--- src/rtl/dff_bist_pkg.sv ---
// dff_bist_pkg: shared types and helpers for the DFF BIST controller.
//   bist_state_t : controller FSM states
//   LFSR_TAPS    : feedback tap mask for x^8+x^6+x^5+x^4+1, right-shifting
//   lfsr_step()  : one step of the 8-bit Fibonacci LFSR
package dff_bist_pkg;

  typedef enum logic [2:0] {
    ST_IDLE,
    ST_RST,
    ST_RUN,
    ST_DRAIN,
    ST_DONE
  } bist_state_t;

  // Shifting right, polynomial exponent k maps to state bit 8-k: bits 0,2,3,4.
  localparam logic [7:0] LFSR_TAPS = 8'b0001_1101;

  function automatic logic [7:0] lfsr_step(input logic [7:0] s);
    return {^(s & LFSR_TAPS), s[7:1]};
  endfunction

endpackage

--- src/rtl/dff_bist_lfsr.sv ---
// dff_bist_lfsr: 8-bit Fibonacci LFSR pattern source with load and enable.
//   clk     : clock
//   rst_n   : synchronous active-low reset (state <= SEED)
//   load    : reload SEED (has priority over en)
//   en      : advance one step
//   out_bit : current state bit 0, the bit to drive this step
module dff_bist_lfsr
  import dff_bist_pkg::*;
#(
  parameter logic [7:0] SEED = 8'hA5
) (
  input  logic clk,
  input  logic rst_n,
  input  logic load,
  input  logic en,
  output logic out_bit
);

  logic [7:0] state;

  always_ff @(posedge clk) begin
    if (!rst_n)    state <= SEED;
    else if (load) state <= SEED;
    else if (en)   state <= lfsr_step(state);
  end

  assign out_bit = state[0];

endmodule

--- src/rtl/dff_bist_ctrl.sv ---
// dff_bist_ctrl: BIST sequencer for a single D flip-flop.
// On start it holds the DFF in reset for RST_CYC cycles and checks the cleared
// state, then drives len LFSR bits and checks each one a cycle later, with a
// final DRAIN check. Reports a saturating mismatch count and a pass flag.
//   clk, i_rst_n          : clock, synchronous active-low controller reset
//   i_start, i_len        : start request (IDLE only), run length captured at start
//   o_dut_rst_n, o_dut_din: drive the DFF reset and data inputs
//   i_dut_dout(_n)        : DFF outputs under test
//   o_busy, o_done        : busy in RST/RUN/DRAIN, one-cycle done pulse
//   o_pass, o_err_cnt     : result, held until the next start
module dff_bist_ctrl
  import dff_bist_pkg::*;
#(
  parameter int         LEN_W   = 10,
  parameter int         ERR_W   = 8,
  parameter int         RST_CYC = 2,
  parameter logic [7:0] SEED    = 8'hA5
) (
  input  logic             clk,
  input  logic             i_rst_n,
  input  logic             i_start,
  input  logic [LEN_W-1:0] i_len,
  output logic             o_dut_rst_n,
  output logic             o_dut_din,
  input  logic             i_dut_dout,
  input  logic             i_dut_dout_n,
  output logic             o_busy,
  output logic             o_done,
  output logic             o_pass,
  output logic [ERR_W-1:0] o_err_cnt
);

  localparam logic [ERR_W-1:0] ERR_MAX  = {ERR_W{1'b1}};
  localparam logic [3:0]       RST_LAST = 4'(RST_CYC - 1);

  bist_state_t      state;
  logic [LEN_W-1:0] len_q;
  logic [LEN_W-1:0] run_cnt;
  logic [3:0]       rst_cnt;
  logic             last_din;   // bit driven in the previous cycle = expected dout now

  logic             rst_last, run_last;
  logic             lfsr_load, lfsr_en, lfsr_bit;
  logic             chk_en, chk_ok;
  logic [ERR_W-1:0] err_nxt;

  assign rst_last = (rst_cnt == RST_LAST);
  assign run_last = (run_cnt == len_q - LEN_W'(1));

  // Load on accepted start; step whenever the next cycle is a RUN cycle,
  // since that edge registers the current bit 0 onto o_dut_din.
  assign lfsr_load = (state == ST_IDLE) && i_start;
  assign lfsr_en   = ((state == ST_RST) && rst_last && (len_q != '0)) ||
                     ((state == ST_RUN) && !run_last);

  dff_bist_lfsr #(.SEED(SEED)) u_lfsr (
    .clk     (clk),
    .rst_n   (i_rst_n),
    .load    (lfsr_load),
    .en      (lfsr_en),
    .out_bit (lfsr_bit)
  );

  // Checks: last RST cycle (cleared state), RUN cycles after the first, DRAIN.
  always_comb begin
    chk_en = 1'b0;
    chk_ok = 1'b1;
    case (state)
      ST_RST: begin
        chk_en = rst_last;
        chk_ok = (i_dut_dout == 1'b0) && (i_dut_dout_n == 1'b1);
      end
      ST_RUN, ST_DRAIN: begin
        chk_en = (state == ST_DRAIN) || (run_cnt != '0);
        chk_ok = (i_dut_dout == last_din) && (i_dut_dout_n == !last_din);
      end
      default: ;
    endcase
  end

  // X on the DFF outputs makes chk_ok unknown, which falls into the error branch.
  always_comb begin
    err_nxt = o_err_cnt;
    if (chk_en) begin
      if (chk_ok) err_nxt = o_err_cnt;
      else if (o_err_cnt != ERR_MAX) err_nxt = o_err_cnt + ERR_W'(1);
    end
  end

  always_ff @(posedge clk) begin
    if (!i_rst_n) begin
      state       <= ST_IDLE;
      len_q       <= '0;
      run_cnt     <= '0;
      rst_cnt     <= '0;
      last_din    <= 1'b0;
      o_dut_rst_n <= 1'b0;
      o_dut_din   <= 1'b0;
      o_busy      <= 1'b0;
      o_done      <= 1'b0;
      o_pass      <= 1'b0;
      o_err_cnt   <= '0;
    end else begin
      last_din  <= o_dut_din;
      o_err_cnt <= err_nxt;
      o_done    <= 1'b0;
      case (state)
        ST_IDLE: begin
          o_dut_rst_n <= 1'b1;
          o_dut_din   <= 1'b0;
          if (i_start) begin
            state       <= ST_RST;
            len_q       <= i_len;
            rst_cnt     <= '0;
            o_err_cnt   <= '0;
            o_pass      <= 1'b0;
            o_busy      <= 1'b1;
            o_dut_rst_n <= 1'b0;
          end
        end
        ST_RST: begin
          if (!rst_last) begin
            rst_cnt <= rst_cnt + 4'd1;
          end else if (len_q == '0) begin
            state       <= ST_DONE;
            o_busy      <= 1'b0;
            o_done      <= 1'b1;
            o_pass      <= (err_nxt == '0);
            o_dut_rst_n <= 1'b1;
          end else begin
            state       <= ST_RUN;
            run_cnt     <= '0;
            o_dut_rst_n <= 1'b1;
            o_dut_din   <= lfsr_bit;
          end
        end
        ST_RUN: begin
          if (run_last) begin
            state     <= ST_DRAIN;
            o_dut_din <= 1'b0;
          end else begin
            run_cnt   <= run_cnt + LEN_W'(1);
            o_dut_din <= lfsr_bit;
          end
        end
        ST_DRAIN: begin
          state  <= ST_DONE;
          o_busy <= 1'b0;
          o_done <= 1'b1;
          o_pass <= (err_nxt == '0);
        end
        ST_DONE: begin
          state <= ST_IDLE;
        end
        default: state <= ST_IDLE;
      endcase
    end
  end

endmodule

--- config.mk ---
export PLATFORM = sky130hd
export DESIGN_NAME = dff_bist_ctrl
export DESIGN_NICKNAME = d
export VERILOG_FILES = /design/src/rtl/dff_bist_pkg.sv /design/src/rtl/dff_bist_lfsr.sv /design/src/rtl/dff_bist_ctrl.sv
export SDC_FILE = /design/constraint.sdc
export NUM_CORES = 1
export LEC_CHECK = 0
export ABC_AREA = 1
export CAP_MARGIN = 20
export CORE_ASPECT_RATIO = 1.75
export CORE_MARGIN = 5
export CORE_UTILIZATION = 35
export DETAILED_ROUTE_END_ITERATION = 12
export GPL_ROUTABILITY_DRIVEN = 0
export SLEW_MARGIN = 15
export SYNTH_ARGS = -nofsm -noshare
export SYNTH_HDL_FRONTEND = slang
export SYNTH_HIERARCHICAL = 1
export SYNTH_SLANG_ARGS = --single-unit
--- constraint.sdc ---
create_clock -name clk -period 3.8 [get_ports clk]
set_input_delay 0.38 -clock clk [delete_from_list [all_inputs] [get_ports clk]]
set_output_delay 0.38 -clock clk [all_outputs]
set_load 0.005 [all_outputs]
* Word level (Yosys, flattened, before mapping)
Index checks and enable logic that the tools add are counted.
** Word-level totals
- Flip-flop bits (word level) :: 49
- Bits of input ports :: 15
** Operators by class
- Add/sub/neg operators :: 4
- Equal/unequal tests :: 15
- Reductions and logical operators :: 29
- Bitwise logic cells :: 2
- Multiplexer cells :: 37
** Operator list (count)
- 8-bit two-way mux :: 5
- 10-bit two-way mux :: 3
- 10-bit case mux with 2 select lines :: 1
- 10-bit nonzero test :: 2
- 1-bit two-way mux :: 13
- 3-bit two-way mux :: 4
- 2-bit inequality test, second input constant :: 6
- 3-bit case mux with 4 select lines :: 1
- 10-bit by 1-bit adder with 10-bit output, second input constant :: 1
- 10-bit == test :: 1
- 10-bit zero test :: 1
- 10-bit by 1-bit subtractor with 10-bit output, second input constant :: 1
- 1-bit case mux with 3 select lines :: 3
- 3-bit AND reduction :: 3
- 8-bit by 1-bit adder with 8-bit output, second input constant :: 1
- 8-bit zero test :: 1
- 4-bit two-way mux :: 2
- 8-bit inequality test, second input constant :: 1
- 1-bit case mux with 2 select lines :: 4
- 4-bit case mux with 2 select lines :: 1
- 4-bit AND reduction :: 2
- 8-bit parity :: 1
- 3-bit by 2-bit == test with 1-bit output, second input constant :: 2
- 1-bit logical AND :: 6
- 13 further kinds :: 21

* Depth between registers and ports, before layout
- Depth after elaboration :: 10
- Gate-level depth with buffers :: 16

* By module
The synthesis kept the hierarchy.
** By module, submodules not included
- dff_bist_ctrl :: times used 1, area each 2492.4 um^2, cells each 381
- dff_bist_lfsr :: times used 1, area each 350.3 um^2, cells each 50

* Worst setup path after synthesis
Ideal clock, no wire load.
- Path kind :: register -> register
- From :: register len_q[0]
- To :: register u_lfsr.state[3]
- Setup slack :: 1.770 ns
- Required time :: 3.730 ns
- Data arrival time :: 1.960 ns
- Period minus slack after synthesis :: 2.030 ns
- Stages on the path, launching flop included :: 17
- Path through :: dfxtp_1 inv_1 ha_1 xnor2_1 nor2_1 o21ai_0 nor2_1 nand2_1 nor2_1 nand3_1 nand2_2 nand2_1 buf_4 buf_6 inv_2 o21ai_0 a21oi_1
** On the way
- Longest elaborated chain between the ends :: 5
** RTL lines
- start: declaration :: RTL line dff_bist_ctrl.sv:37 : logic [LEN_W-1:0] len_q;
- start signal: assignment :: RTL line dff_bist_ctrl.sv:113 : len_q <= i_len;
- 10-bit by 1-bit subtractor with 10-bit output :: RTL line dff_bist_ctrl.sv:48 : assign run_last = (run_cnt == len_q - LEN_W'(1));
- 10-bit == test :: RTL line dff_bist_ctrl.sv:48
- 1-bit zero test :: RTL line dff_bist_ctrl.sv:54 : ((state == ST_RUN) && !run_last);
- 1-bit logical AND :: RTL line dff_bist_ctrl.sv:54
- 1-bit logical OR * :: RTL line dff_bist_ctrl.sv:53 : assign lfsr_en = ((state == ST_RST) && rst_last && (len_q != '0)) ||
- via lfsr_en :: RTL line dff_bist_ctrl.sv:43 : logic lfsr_load, lfsr_en, lfsr_bit;
- end signal: assignment :: RTL line dff_bist_lfsr.sv:24 : else if (en) state <= lfsr_step(state);
- end: declaration :: RTL line dff_bist_lfsr.sv:19 : logic [7:0] state;
Mark *: on every way through the listed nets, which the timed path passes. The rest lies on a longest branch.
A chain may end at the register's enable or synchronous reset.

* Worst setup path after layout
- From :: register len_q[0]
- To :: register u_lfsr.state[3]
** On the way
- Longest elaborated chain between the ends :: 5
** RTL lines (RTL line)
- 10-bit by 1-bit subtractor with 10-bit output :: dff_bist_ctrl.sv:48
- 10-bit == test :: dff_bist_ctrl.sv:48
- 1-bit zero test :: dff_bist_ctrl.sv:54
- 1-bit logical AND :: dff_bist_ctrl.sv:54
- 1-bit logical OR * :: dff_bist_ctrl.sv:53
Mark *: on every way between the ends. The rest lies on a longest branch, timed or not.

==> impl_metrics.csv <==
group,metric,value,unit
global_route,antenna_found_initial,0,
sta,setup_viol,0,
final_layout,area_growth_syn_to_layout,16.4,%
final_layout,nNetsFinal,475,
power,p_seq_frac,0.344,
job,maxCapViolations,0,
clocking,cts_made_buffers,5,
worst_setup_path,critPathKind,"reg -> reg",
worst_setup_path,arrival,2810,ps
clocking,cts-resized-gates,0,
clocking,clock_path_buffers,2,
final_layout,diodes,0,
synthesis,synth_area_leaders,"dfxtp_1 35%, nand2_1 14%, nor2_1 6.7%",
sta,finalCritPeriodShare,0.680,
global_route,grt_pass1_wl,11.8,mm
power,p_comb_frac,0.438,
die,core,7910,um^2
global_route,grt_pass1_vias,2631,
worst_setup_path,worst-path-max-fanout,20,
placement,hpwl,5.37,mm
power,switching_share,0.419,
sta,skew,6.42,ps
clocking,postCtsHoldBufs,0,
final_layout,utilization,0.418,
worst_setup_path,required,4030,ps
sta,fin_hold_ws,465,ps
run_status,status,"finished, final reports clean",
power,peakVddDrop,298,uV
clocking,clk_pin_slew_worst_paths,70,ps
power,switching_power,0.000870,W
synthesis,syn_avg_cell_area,6.60,um^2
power,internal-power,0.00121,W
worst_setup_path,rrSetupSlack,1220,ps
routing,vias,2719,
final_layout,layout.cells.non_filler,544,
synthesis,synth_seq_cells,49,
sta,grt_setup_unrepaired,"false",
clocking,post_cts_buffers,0,
clocking,cts_tree,"built",
worst_setup_path,setup.worst_path.start_class,"flip-flop",
final_layout,drive_above_1_share,0.0352,
sta,finalHoldViolCount,0,
sta,slew_headroom,0.597,
routing,wl_per_cell,12.7,um
global_route,grt_max_degree,21,
synthesis,yosysWarningCount,6,
global_route,overflow,0,
sta,fmax,387,MHz
synthesis,syn-cell-area,2840,um^2
die,ioPinCount,28,
synthesis,synth_top_area_cell,"dfxtp_1",
global_route,grtUsageTotal,0.144,
routing,avgViaCountPerCell,5.00,
die,start_util,0.359,
die,die_area,10100,um^2
power,p_per_area,628,nW/um^2
power,leakagePower,1.44,nW
worst_setup_path,endpoint_kind,"flip-flop",
placement,io_buffers,27,
power,clock_power_share,0.219,
sta,min_period,2580,ps
sta,worst_slew_pin_slew,603,ps
final_layout,n_fill_cell,839,
synthesis,yosysSeqAreaShare,0.345,
routing,drt_iter0_markers,72,
synthesis,yosysUniqueCellTypes,33,
sta,setup_tns,0,ps
die,die_x,78.1,um
clocking,cts_sinks,49,
clocking,htree_levels,2,
synthesis,syn_inst,431,
routing,drtPass1Iterations,4,
routing,drc,0,
routing,wl,6.90,mm
power,power,0.00208,W
clocking,cts_root_buf,"clkbuf_16",
placement,dp_cells,536,
clocking,insertion_delay,290,ps
synthesis,synth_nets,453,
sta,maxSlewViolCount,0,
hold_path,hp-class,"reg -> reg",
die,row_count,43,
die,die_h,129,um
synthesis,synth_top_area_frac,0.345,
routing,ant_nets,0,
[cells by family (layout without fill, tap and decap cells)]
logic type / after synthesis / count (layout) / share of synthesized area
simple gates: 221 / 221 / 0.333
buf+inv: 66 / 89 / 0.0973
compound gates: 64 / 64 / 0.120
flops: 49 / 49 / 0.345
xor+xnor: 24 / 24 / 0.0739
fa+ha+maj: 7 / 7 / 0.0308
[Yosys cell counts]
master     instances
a211o_1            1
a21oi_1           37
and2_1             1
and3_1             1
buf_2              3
buf_4              2
buf_6              2
clkbuf_1           4
clkbuf_2           2
clkinv_1           1
dfxtp_1           49
ha_1               7
inv_1             50
inv_2              2
nand2_1          109
nand2_2            2
nand3_1           34
nand3b_1           2
nand4_1            9
nor2_1            51
nor2_2             1
nor2_4             2
nor3_1             6
nor3b_1            2
nor4_1             1
o2111ai_1          1
o211ai_1           2
o21a_1             1
o21ai_0           19
o21bai_1           1
o22ai_1            2
xnor2_1            8
xor2_1            16
[final timing paths]
path,depth (start not counted),from,end
worst max-delay path,14,len_q[0],u_lfsr/state[3]
worst min-delay path,2,o_busy,o_busy
worst max register to register,14,len_q[0],u_lfsr/state[3]
worst min register to register,2,o_busy,o_busy
[registers in the layout (all words and copies together), names as in the netlist]
| register | flops |
|---|---|
| len_q | 10 |
| o_pass | 1 |
| o_dut_din | 1 |
| o_err_cnt | 8 |
| run_cnt | 10 |
| rst_cnt | 4 |
| o_dut_rst_n | 1 |
| state | 3 |
| last_din | 1 |
| o_done | 1 |
| o_busy | 1 |
| u_lfsr/state | 8 |
[placed cells by master (no fill, tap or decap), drive strengths merged]
master         synthesis  layout
xor2                  16      16
o22ai                  2       2
and3                   1       1
clkbuf                 6       6
clkinv                 1       3
o21a                   1       1
nor3                   6       6
a211o                  1       1
and2                   1       1
o2111ai                1       1
xnor2                  8       8
o21ai                 19      19
o21bai                 1       1
inv                   52      52
nand2                111     111
dfxtp                 49      49
nor3b                  2       2
nand3                 34      34
a21oi                 37      37
nand4                  9       9
o211ai                 2       2
nor2                  54      54
clkdlybuf4s50          0      27
nor4                   1       1
nand3b                 2       2
ha                     7       7
buf                    7       1
[critical path, cell delays in order (launching register included)]
cell and delay (ps):
dfxtp_1 340, inv_1 100, ha_1 310, xnor2_1 130, nor2_1 100, o21ai_0 80, nor2_1 90, nand2_1 50
nor2_1 110, nand3_1 120, nand2_2 210, nand2_1 420, inv_2 250, o21ai_0 90, a21oi_1 110
[layer usage]
layer | track usage | share of wire
met3 | 0.0250 | 0.038
met2 | 0.265 | 0.54
met1 | 0.153 | 0.39
met5 | 0 | 0
met4 | 0.0746 | 0.036
[power by group through the flow]
| stage | Sequential, W | Clock (W) | Combinational (W) |
|---|---|---|---|
| floorplan | 0.000704 | 0 | 0.000707 |
| global placement | 0.000724 | 0 | 0.000898 |
| detailed placement | 0.000725 | 0 | 0.000905 |
| CTS | 0.000715 | 0.000469 | 0.000910 |
| global route | 0.000731 | 0.000497 | 0.00103 |
| finish | 0.000713 | 0.000454 | 0.000909 |
[area by class of cell]
cell class / count / area, um^2 / share of cell area
Inverter: 53 / 199 / 0.0601
Clock inverter: 2 / 13.8 / 0.00416
Sequential cell: 49 / 981 / 0.297
Clock buffer: 6 / 139 / 0.0420
Timing Repair Buffer: 28 / 278 / 0.0840
Multi-Input combinational cell: 316 / 1590 / 0.479
Tap cell: 90 / 113 / 0.0340
[through the flow]
stage | instance area [um^2] | worst slack (ps)
5_1_grt | 3310 | 895
6_report | 3310 | 1220
3_5_place_dp | 3160 | 1240
2_1_floorplan | 2840 | 1770
3_3_place_gp | 3160 | 1300
4_1_cts | 3310 | 1230
Note: power is estimated with default switching activity, not from simulation.
